==> src/rtl/exe_stage_module_pkg.sv <==
// Shared constants and types for the ARM execute stage.
// Command codes, shifter types, forward selects and NZCV layout.
package exe_stage_module_pkg;

  localparam int EXEC_CMD_LEN      = 4;
  localparam int SHIFT_OPERAND_LEN = 12;
  localparam int SIGNED_IMM_LEN    = 24;
  localparam int STATUS_LEN        = 4;
  localparam int FWD_SEL_LEN       = 2;

  localparam logic [3:0] EXEC_MOV = 4'b0001;
  localparam logic [3:0] EXEC_MVN = 4'b1001;
  localparam logic [3:0] EXEC_ADD = 4'b0010;
  localparam logic [3:0] EXEC_ADC = 4'b0011;
  localparam logic [3:0] EXEC_SUB = 4'b0100;
  localparam logic [3:0] EXEC_SBC = 4'b0101;
  localparam logic [3:0] EXEC_AND = 4'b0110;
  localparam logic [3:0] EXEC_ORR = 4'b0111;
  localparam logic [3:0] EXEC_EOR = 4'b1000;

  localparam logic [1:0] SHIFT_LSL = 2'b00;
  localparam logic [1:0] SHIFT_LSR = 2'b01;
  localparam logic [1:0] SHIFT_ASR = 2'b10;
  localparam logic [1:0] SHIFT_ROR = 2'b11;

  localparam logic [1:0] FWD_SEL_REG = 2'd0;
  localparam logic [1:0] FWD_SEL_MEM = 2'd1;
  localparam logic [1:0] FWD_SEL_WB  = 2'd2;

  localparam int STATUS_N = 3;
  localparam int STATUS_Z = 2;
  localparam int STATUS_C = 1;
  localparam int STATUS_V = 0;

  typedef struct packed {
    logic n;
    logic z;
    logic c;
    logic v;
  } nzcv_t;

endpackage

==> src/rtl/exe_stage_module_val2.sv <==
// Val2 generator: rotated immediate, memory offset or shifted Rm.
// Purely combinational; feeds the execute-stage ALU.
module val2_generator
  import exe_stage_module_pkg::*;
#(
  parameter int DATA_W = 32
) (
  input  logic                         imm,
  input  logic                         mem_en,
  input  logic [SHIFT_OPERAND_LEN-1:0] shift_operand,
  input  logic [DATA_W-1:0]            val_rm,
  output logic [DATA_W-1:0]            val2
);

  logic [DATA_W-1:0]   imm_ext;
  logic [DATA_W-1:0]   off_ext;
  logic [4:0]          rot;
  logic [4:0]          amt;
  logic [1:0]          sh_type;
  logic [2*DATA_W-1:0] imm_dbl;
  logic [2*DATA_W-1:0] rm_dbl;
  logic [DATA_W-1:0]   asr_val;

  assign imm_ext = {{(DATA_W-8){1'b0}}, shift_operand[7:0]};
  assign off_ext = {{(DATA_W-12){1'b0}}, shift_operand};
  assign rot     = {shift_operand[11:8], 1'b0};
  assign amt     = shift_operand[11:7];
  assign sh_type = shift_operand[6:5];

  // Rotates done on a doubled word so a zero amount needs no special case
  assign imm_dbl = {imm_ext, imm_ext} >> rot;
  assign rm_dbl  = {val_rm, val_rm} >> amt;
  assign asr_val = $signed(val_rm) >>> amt;

  always_comb begin
    val2 = val_rm;
    if (imm) begin
      val2 = imm_dbl[DATA_W-1:0];
    end else if (mem_en) begin
      val2 = off_ext;
    end else begin
      case (sh_type)
        SHIFT_LSL: val2 = val_rm << amt;
        SHIFT_LSR: val2 = val_rm >> amt;
        SHIFT_ASR: val2 = asr_val;
        SHIFT_ROR: val2 = rm_dbl[DATA_W-1:0];
        default:   val2 = val_rm;
      endcase
    end
  end

endmodule

==> src/rtl/exe_stage_module.sv <==
// ARM execute stage: forwarding, Val2, ALU, NZCV and EX/MEM register.
// FORWARDING_EN enables the sel_src_1/sel_src_2 operand muxes.
module exe_stage_module
  import exe_stage_module_pkg::*;
#(
  parameter int DATA_W     = 32,
  parameter int ADDR_W     = 32,
  parameter int REG_ADDR_W = 4
) (
  input  logic                         clk,
  input  logic                         rst,
  input  logic                         freeze,
  input  logic                         wb_en_in,
  input  logic                         mem_r_en_in,
  input  logic                         mem_w_en_in,
  input  logic                         b_in,
  input  logic                         s_in,
  input  logic [EXEC_CMD_LEN-1:0]      exec_cmd_in,
  input  logic [ADDR_W-1:0]            pc_in,
  input  logic [DATA_W-1:0]            val_r_n_in,
  input  logic [DATA_W-1:0]            val_r_m_in,
  input  logic                         imm_in,
  input  logic [SHIFT_OPERAND_LEN-1:0] shift_operand_in,
  input  logic [SIGNED_IMM_LEN-1:0]    signed_imm_24_in,
  input  logic [REG_ADDR_W-1:0]        dest_in,
  input  logic [REG_ADDR_W-1:0]        src_1_in,
  input  logic [REG_ADDR_W-1:0]        src_2_in,
  input  logic [FWD_SEL_LEN-1:0]       sel_src_1,
  input  logic [FWD_SEL_LEN-1:0]       sel_src_2,
  input  logic [DATA_W-1:0]            mem_alu_result,
  input  logic [DATA_W-1:0]            wb_result,
  output logic                         branch_taken,
  output logic [ADDR_W-1:0]            branch_address,
  output logic [STATUS_LEN-1:0]        status_reg_out,
  output logic                         wb_en_out,
  output logic                         mem_r_en_out,
  output logic                         mem_w_en_out,
  output logic [DATA_W-1:0]            alu_result,
  output logic [DATA_W-1:0]            st_val,
  output logic [REG_ADDR_W-1:0]        dest_out
);

  logic [DATA_W-1:0]     op1;
  logic [DATA_W-1:0]     opm;
  logic [DATA_W-1:0]     val2;
  logic [DATA_W-1:0]     res;
  logic [DATA_W:0]       sum;
  logic [ADDR_W-1:0]     br_off;
  nzcv_t                 flags;
  nzcv_t                 status_q, status_d;
  logic                  wb_en_q, wb_en_d;
  logic                  mem_r_en_q, mem_r_en_d;
  logic                  mem_w_en_q, mem_w_en_d;
  logic [DATA_W-1:0]     alu_q, alu_d;
  logic [DATA_W-1:0]     st_q, st_d;
  logic [REG_ADDR_W-1:0] dest_q, dest_d;
  logic                  c_in;
  logic                  msb1, msb2, msbr;

`ifdef FORWARDING_EN
  always_comb begin
    case (sel_src_1)
      FWD_SEL_MEM: op1 = mem_alu_result;
      FWD_SEL_WB:  op1 = wb_result;
      default:     op1 = val_r_n_in;
    endcase
    case (sel_src_2)
      FWD_SEL_MEM: opm = mem_alu_result;
      FWD_SEL_WB:  opm = wb_result;
      default:     opm = val_r_m_in;
    endcase
  end

  logic unused_fwd;
  assign unused_fwd = ^{src_1_in, src_2_in};
`else
  assign op1 = val_r_n_in;
  assign opm = val_r_m_in;

  // Hazards are resolved by upstream stalls in this build
  logic unused_fwd;
  assign unused_fwd = ^{src_1_in, src_2_in, sel_src_1, sel_src_2,
                        mem_alu_result, wb_result};
`endif

  val2_generator #(
    .DATA_W(DATA_W)
  ) u_val2 (
    .imm          (imm_in),
    .mem_en       (mem_r_en_in | mem_w_en_in),
    .shift_operand(shift_operand_in),
    .val_rm       (opm),
    .val2         (val2)
  );

  assign c_in = status_q.c;
  assign msb1 = op1[DATA_W-1];
  assign msb2 = val2[DATA_W-1];
  assign msbr = res[DATA_W-1];

  always_comb begin
    sum   = '0;
    res   = '0;
    flags = status_q;
    unique case (exec_cmd_in)
      EXEC_MOV: res = val2;
      EXEC_MVN: res = ~val2;
      EXEC_ADD: begin
        sum = {1'b0, op1} + {1'b0, val2};
        res = sum[DATA_W-1:0];
      end
      EXEC_ADC: begin
        sum = {1'b0, op1} + {1'b0, val2} + {{DATA_W{1'b0}}, c_in};
        res = sum[DATA_W-1:0];
      end
      EXEC_SUB: begin
        sum = {1'b0, op1} - {1'b0, val2};
        res = sum[DATA_W-1:0];
      end
      EXEC_SBC: begin
        sum = {1'b0, op1} - {1'b0, val2} - {{DATA_W{1'b0}}, ~c_in};
        res = sum[DATA_W-1:0];
      end
      EXEC_AND: res = op1 & val2;
      EXEC_ORR: res = op1 | val2;
      EXEC_EOR: res = op1 ^ val2;
      default:  res = '0;
    endcase
    flags.n = res[DATA_W-1];
    flags.z = (res == '0);
    unique case (exec_cmd_in)
      EXEC_ADD, EXEC_ADC: begin
        flags.c = sum[DATA_W];
        flags.v = (msb1 == msb2) && (msbr != msb1);
      end
      // Subtract carry is inverted borrow
      EXEC_SUB, EXEC_SBC: begin
        flags.c = ~sum[DATA_W];
        flags.v = (msb1 != msb2) && (msbr != msb1);
      end
      default: ;
    endcase
  end

  assign br_off = {{(ADDR_W-SIGNED_IMM_LEN){signed_imm_24_in[SIGNED_IMM_LEN-1]}},
                   signed_imm_24_in} << 2;
  assign branch_address = pc_in + br_off;
  assign branch_taken   = b_in;

  always_comb begin
    status_d   = (s_in && !freeze) ? flags : status_q;
    wb_en_d    = freeze ? wb_en_q    : wb_en_in;
    mem_r_en_d = freeze ? mem_r_en_q : mem_r_en_in;
    mem_w_en_d = freeze ? mem_w_en_q : mem_w_en_in;
    alu_d      = freeze ? alu_q      : res;
    st_d       = freeze ? st_q       : opm;
    dest_d     = freeze ? dest_q     : dest_in;
  end

  always_ff @(posedge clk or negedge rst) begin
    if (!rst) begin
      status_q   <= '0;
      wb_en_q    <= 1'b0;
      mem_r_en_q <= 1'b0;
      mem_w_en_q <= 1'b0;
      alu_q      <= '0;
      st_q       <= '0;
      dest_q     <= '0;
    end else begin
      status_q   <= status_d;
      wb_en_q    <= wb_en_d;
      mem_r_en_q <= mem_r_en_d;
      mem_w_en_q <= mem_w_en_d;
      alu_q      <= alu_d;
      st_q       <= st_d;
      dest_q     <= dest_d;
    end
  end

  assign status_reg_out = status_q;
  assign wb_en_out      = wb_en_q;
  assign mem_r_en_out   = mem_r_en_q;
  assign mem_w_en_out   = mem_w_en_q;
  assign alu_result     = alu_q;
  assign st_val         = st_q;
  assign dest_out       = dest_q;

endmodule

==> config.mk <==
export PLATFORM = sky130hd
export DESIGN_NAME = exe_stage_module
export DESIGN_NICKNAME = d
export VERILOG_FILES = /design/src/rtl/exe_stage_module_pkg.sv /design/src/rtl/exe_stage_module_val2.sv /design/src/rtl/exe_stage_module.sv
export SDC_FILE = /design/constraint.sdc
export NUM_CORES = 1
export LEC_CHECK = 0
export ABC_CLOCK_PERIOD_IN_PS = 4850
export CAP_MARGIN = 15
export CORE_ASPECT_RATIO = 1.2
export CORE_UTILIZATION = 50
export DETAILED_ROUTE_END_ITERATION = 10
export PLACE_DENSITY = 0.77
export SETUP_SLACK_MARGIN = 0.2
export SYNTH_ARGS = -nofsm -noshare
export SYNTH_HDL_FRONTEND = slang
export SYNTH_SLANG_ARGS = --single-unit
==> constraint.sdc <==
create_clock -name clk -period 4.85 [get_ports clk]
set_input_delay 0.97 -clock clk [delete_from_list [all_inputs] [get_ports clk]]
set_output_delay 0.97 -clock clk [all_outputs]
set_load 0.02 [all_outputs]
==> metrics, run 1 <==
status=stopped before the end; Fail Step=global routing (5_1_grt); Err=[ERROR GRT-0116] Global routing finished with congestion. Check the congestion regions in the DRC Viewer.; syn nets=2664; Yosys warnings=0; first-pass GRT wire length=181 mm; vias in the first global route=29800; Yosys top cell area share=10.6%; CTS max path bufs=2; CTS root buf=clkbuf_16; H-Tree Depth=3; post-synthesis adder-cell area fraction=9.42%; Post-Synth XOR/XNOR Area=6.36%; Die H=208 um; post-synthesis compound-gate area fraction=27.7%; Initial Utilization=50.8%; Seq/Total Area, Yosys=10.6%; post-synthesis cell type count=110; largest area contributor in the netlist=dfrtp_1; main combinational cell family by area after synthesis=compound AO/OA/AOI/OAI gates; cells after synthesis=2307; Placement Cell Area=27200 um2; ys flop type=dfrtp_1; mux cell area share after synthesis=17.3%; total grt overflow=42; largest net degree at the start of global routing=76; CTS Sinks=75; Post-synth EDFFs=0; Syn Area/Cell=7.70 um2; largest cells by area after synthesis=dfrtp_1 (11%), ha_1 (9.1%), mux4_2 (6.3%); #FFs+latches synth=75; PortBufs=250; CTS buffer count=9; Detailed Place HPWL=75.6 mm; die span in x=174 um; Post-synth ARST share=100%; gr usage total=65.2%; Row Count=75; RePlAce Congestion=1.20; Synth Cell Area=17800 um2; total I/O pin count=333; Synth Area in Simple Gates=21.7%
[metal layers]
layer / GRT usage (%) / overflow
met5: 13.4 / 0
met1: 62.8 / 0
met4: 70.8 / 24
met3: 39.2 / 0
met2: 90.5 / 18
[cells in the mapped netlist, drive strengths merged, types with 35 or more instances]
library cell / instances
nor2b: 35
nor2: 192
dfrtp: 75
a21oi: 174
mux2: 86
mux4: 61
nor3: 63
clkbuf: 99
mux2i: 67
xnor2: 90
buf: 64
inv: 119
a211oi: 35
nand3: 63
nand2: 170
ha: 129
a21o: 36
o21ai: 127
xor2: 39
[through the flow]
| stage | hold slack (ns) | instances | setup WS (ns) | utilization, % | TNS, ns |
|---|---|---|---|---|---|
| after detailed placement | 0.466 | 3762 | -3.37 | 77.8 | -77.28 |
| after global placement | 0.467 | 3762 | -3.18 | 77.8 | -70.97 |
| after floorplan | 0.580 | 2307 | -1.75 | - | -25.74 |
| after CTS | 0.485 | 3913 | -1.93 | 86.1 | -34.61 |
[kinds of logic after synthesis]
family	count (synthesis)
and+or+nand+nor	754
AOI/OAI and AO/OA	717
buffers and inverters	286
muxes	214
adders and majority gates	132
xor gates and xnor gates	129
DFF	75
[repair_timing]
action                     CTS
hold buffers                 0
cloned                       3
resized for setup          555
setup endpoints to repair   56
setup buffers              132
pin swaps                  184
==> inputs of run 2 (changes only) <==
--- a/config.mk
+++ b/config.mk
@@ -5,13 +5,11 @@
 export SDC_FILE = /design/constraint.sdc
 export NUM_CORES = 1
 export LEC_CHECK = 0
-export ABC_CLOCK_PERIOD_IN_PS = 4850
+export ABC_CLOCK_PERIOD_IN_PS = 6300
 export CAP_MARGIN = 15
-export CORE_ASPECT_RATIO = 1.2
-export CORE_UTILIZATION = 50
+export CORE_UTILIZATION = 39
 export DETAILED_ROUTE_END_ITERATION = 10
-export PLACE_DENSITY = 0.77
-export SETUP_SLACK_MARGIN = 0.2
+export PLACE_DENSITY_LB_ADDON = 0.15
 export SYNTH_ARGS = -nofsm -noshare
 export SYNTH_HDL_FRONTEND = slang
 export SYNTH_SLANG_ARGS = --single-unit
==> constraint.sdc (replaced) <==
create_clock -name clk -period 6.3 [get_ports clk]
set_input_delay 1.26 -clock clk [delete_from_list [all_inputs] [get_ports clk]]
set_output_delay 1.26 -clock clk [all_outputs]
set_load 0.02 [all_outputs]
==> metrics, run 2 <==
post-route ant nets=0; maximum achievable frequency=138 MHz; largest net degree at the start of global routing=53; Critical Path AT=7.53 ns; Max Cap Violations=0; Syn Area/Cell=7.70 um2; largest cells by area after synthesis=dfrtp_1 (11%), ha_1 (9.1%), mux4_2 (6.3%); Initial Utilization=39.8%; CP max-delay cell=or4_1; CP Depth=29; PortBufs=250; TNS Setup=-7.74 ns; commonest cells after routing, fill and taps aside=buf_4 (856), clkdlybuf4s50_1 (202), nor2_1 (179); via count=23900; most frequent CP cell=buf_4; H-Tree Depth=3; Post-synth ARST share=100%; fin util=66.1%; max-slew violation count=0; Seq/Total Area, Yosys=10.6%; CTS buffer count=9; Fillers=3798; Row Count=77; skew final=0.00768 ns; Detailed Place HPWL=75.5 mm; CTS max path bufs=2; Yosys top cell area share=10.6%; CTS tree=yes; Synth Cell Area=17800 um2; Register-to-Register Path Depth=18; vias per cell=6.11; DRT Pass-1 Iters=6; Worst VDD drop=153 uV; CTS hold repair buffers=0; Die H=215 um; Post-synth EDFFs=0; Hold Path Cell Cnt=1; largest stage delay on the critical path=0.53 ns; hold slack final=0.483 ns; syn nets=2664; sequential share of power=12.7%; clock share of power=12.4%; crit end category=register; core area=44600 um2; Final Instance Area=29500 um2; total I/O pin count=333; full die area=46400 um2; failing checks=setup timing; Hold Fails Final Rpt=0; Switching Fraction=45.2%; startpoint types=primary input; RePlAce Congestion=1.07; gr usage total=39.9%; min Tclk post-route=7.25 ns; RSZ-0062 raised after global routing=yes; #FFs+latches synth=75; commonest non-fill, non-tap cell in the layout=buf_4; largest area contributor in the netlist=dfrtp_1; die span in x=215 um; initial drt markers=1920; # DRC=0; Placement Cell Area=26500 um2; Worst-Skew Late Latency=0.39 ns; Gate power share=74.9%; fin crit share=115%; Area Overhead vs Synth=66.0%; NetSw=2.11 mW; Final Setup Violations=18; Wirelength per Cell=24.4 um; Pwr per Cell Area=158 nW/um2; Final Net Count=3664; post-synthesis cell type count=110; CTS root buf=clkbuf_16; initial antenna violation count=1; CTS Sinks=75; most common cell in the netlist=nor2_1; DRT Wirelength=95.1 mm; total grt overflow=0; critical path peak fanout=6; Hold Path Class=reg -> reg; vias in the first global route=23900; WP buf/inv=9; Commonest cells post-synth=nor2_1 (191), a21oi_1 (172), nand2_1 (170); clk slew on worst S/H paths=0.07 ns; Pint=2.56 mW; Final Power=4.67 mW; normalized max-slew margin=49.7%; Setup WS post-layout=-0.949 ns; LEAKAGE=13.0 nW; status=complete, but fails checks; Crit Path Category=in -> reg; ys flop type=dfrtp_1; share of cells above drive strength 1=43.1%; Req. time, crit path=6.58 ns; CP top delay family=simple AND/OR/NAND/NOR gates; Worst Max-Slew Pin Slew=0.755 ns; cells after synthesis=2307; Yosys warnings=0; first-pass GRT wire length=143 mm
## run 2: cell counts after synthesis
Identical to the previous run, type by type.
## run 2: cell type report
type / instances / area (um2) / share of cell area, %
Clock buffer: 9 / 225 / 0.764
Antenna cell: 1 / 2.50 / 0.00848
Clock inverter: 7 / 82.6 / 0.280
Timing Repair Buffer: 1152 / 9490 / 32.2
Multi-Input combinational cell: 1946 / 16600 / 56.3
Sequential cell: 75 / 1880 / 6.36
Inverter: 123 / 468 / 1.59
Tap cell: 592 / 741 / 2.51
## run 2: worst paths after layout
kind	endpoint	slack, ns	start
worst max-delay path	status_reg_out[2]	-0.95	shift_operand_in[7]
worst min-delay path	alu_result[3]	0.48	alu_result[3]
worst max register to register	status_reg_out[2]	1.80	c_in
worst min register to register	alu_result[3]	0.48	alu_result[3]
max in group asynchronous	alu_result[9]	4.47	rst
min in group asynchronous	st_val[20]	0.76	rst
## run 2: layer usage
metal / track usage [%] / vias up / share of wire (%)
met5: 0 / - / 0
met4: 25.4 / 0 / 7.6
met3: 5.76 / 362 / 7.5
met2: 68.1 / 1308 / 47
met1: 47.0 / 11500 / 38
li1: - / 10700 / -
## run 2: repair_timing
action,CTS,global route
pin swaps,111,98
resized for setup,426,122
setup endpoints to repair,33,27
gates cloned,1,0
buffers inserted,65,32
## run 2: worst reg2reg max path: cells and delay by family, from the launching register on
family	cells	cell delay [ns]
buffers and inverters	3	0.47
multiplexers	1	0.12
AO/OA/AOI/OAI	5	1.07
flip-flops	1	0.49
adder cells (fa/ha/maj)	2	0.46
AND/OR/NAND/NOR	7	1.77
## run 2: per-stage QoR
stage	worst slack, ns	std cells
final	-0.949	3905
after global routing	-1.10	3905
after CTS	-0.743	3880
after detailed placement	-2.12	3804
after global placement	-2.14	3804
after floorplan	-0.591	2307
## run 2: logic make-up (layout without fill, tap and decap cells)
family,count (synthesis),count (layout),synth area share (%)
AND/OR/NAND/NOR,754,754,21.7
AO/OA/AOI/OAI,717,717,27.7
buffers and inverters,286,1291,6.98
multiplexers,214,214,17.3
adder cells (fa/ha/maj),132,132,9.42
XOR/XNOR,129,129,6.36
flip-flops,75,75,10.6
other,0,1,0
## run 2: power by group through the flow
stage,clock (mW),combinational (mW),sequential (mW)
2_1_floorplan,0,1.42,0.663
3_3_place_gp,0,2.99,0.595
3_5_place_dp,0,3.01,0.597
4_1_cts,0.591,3.31,0.589
5_1_grt,0.606,3.67,0.596
6_report,0.578,3.50,0.591
Note: power is estimated with default switching activity, not from simulation.
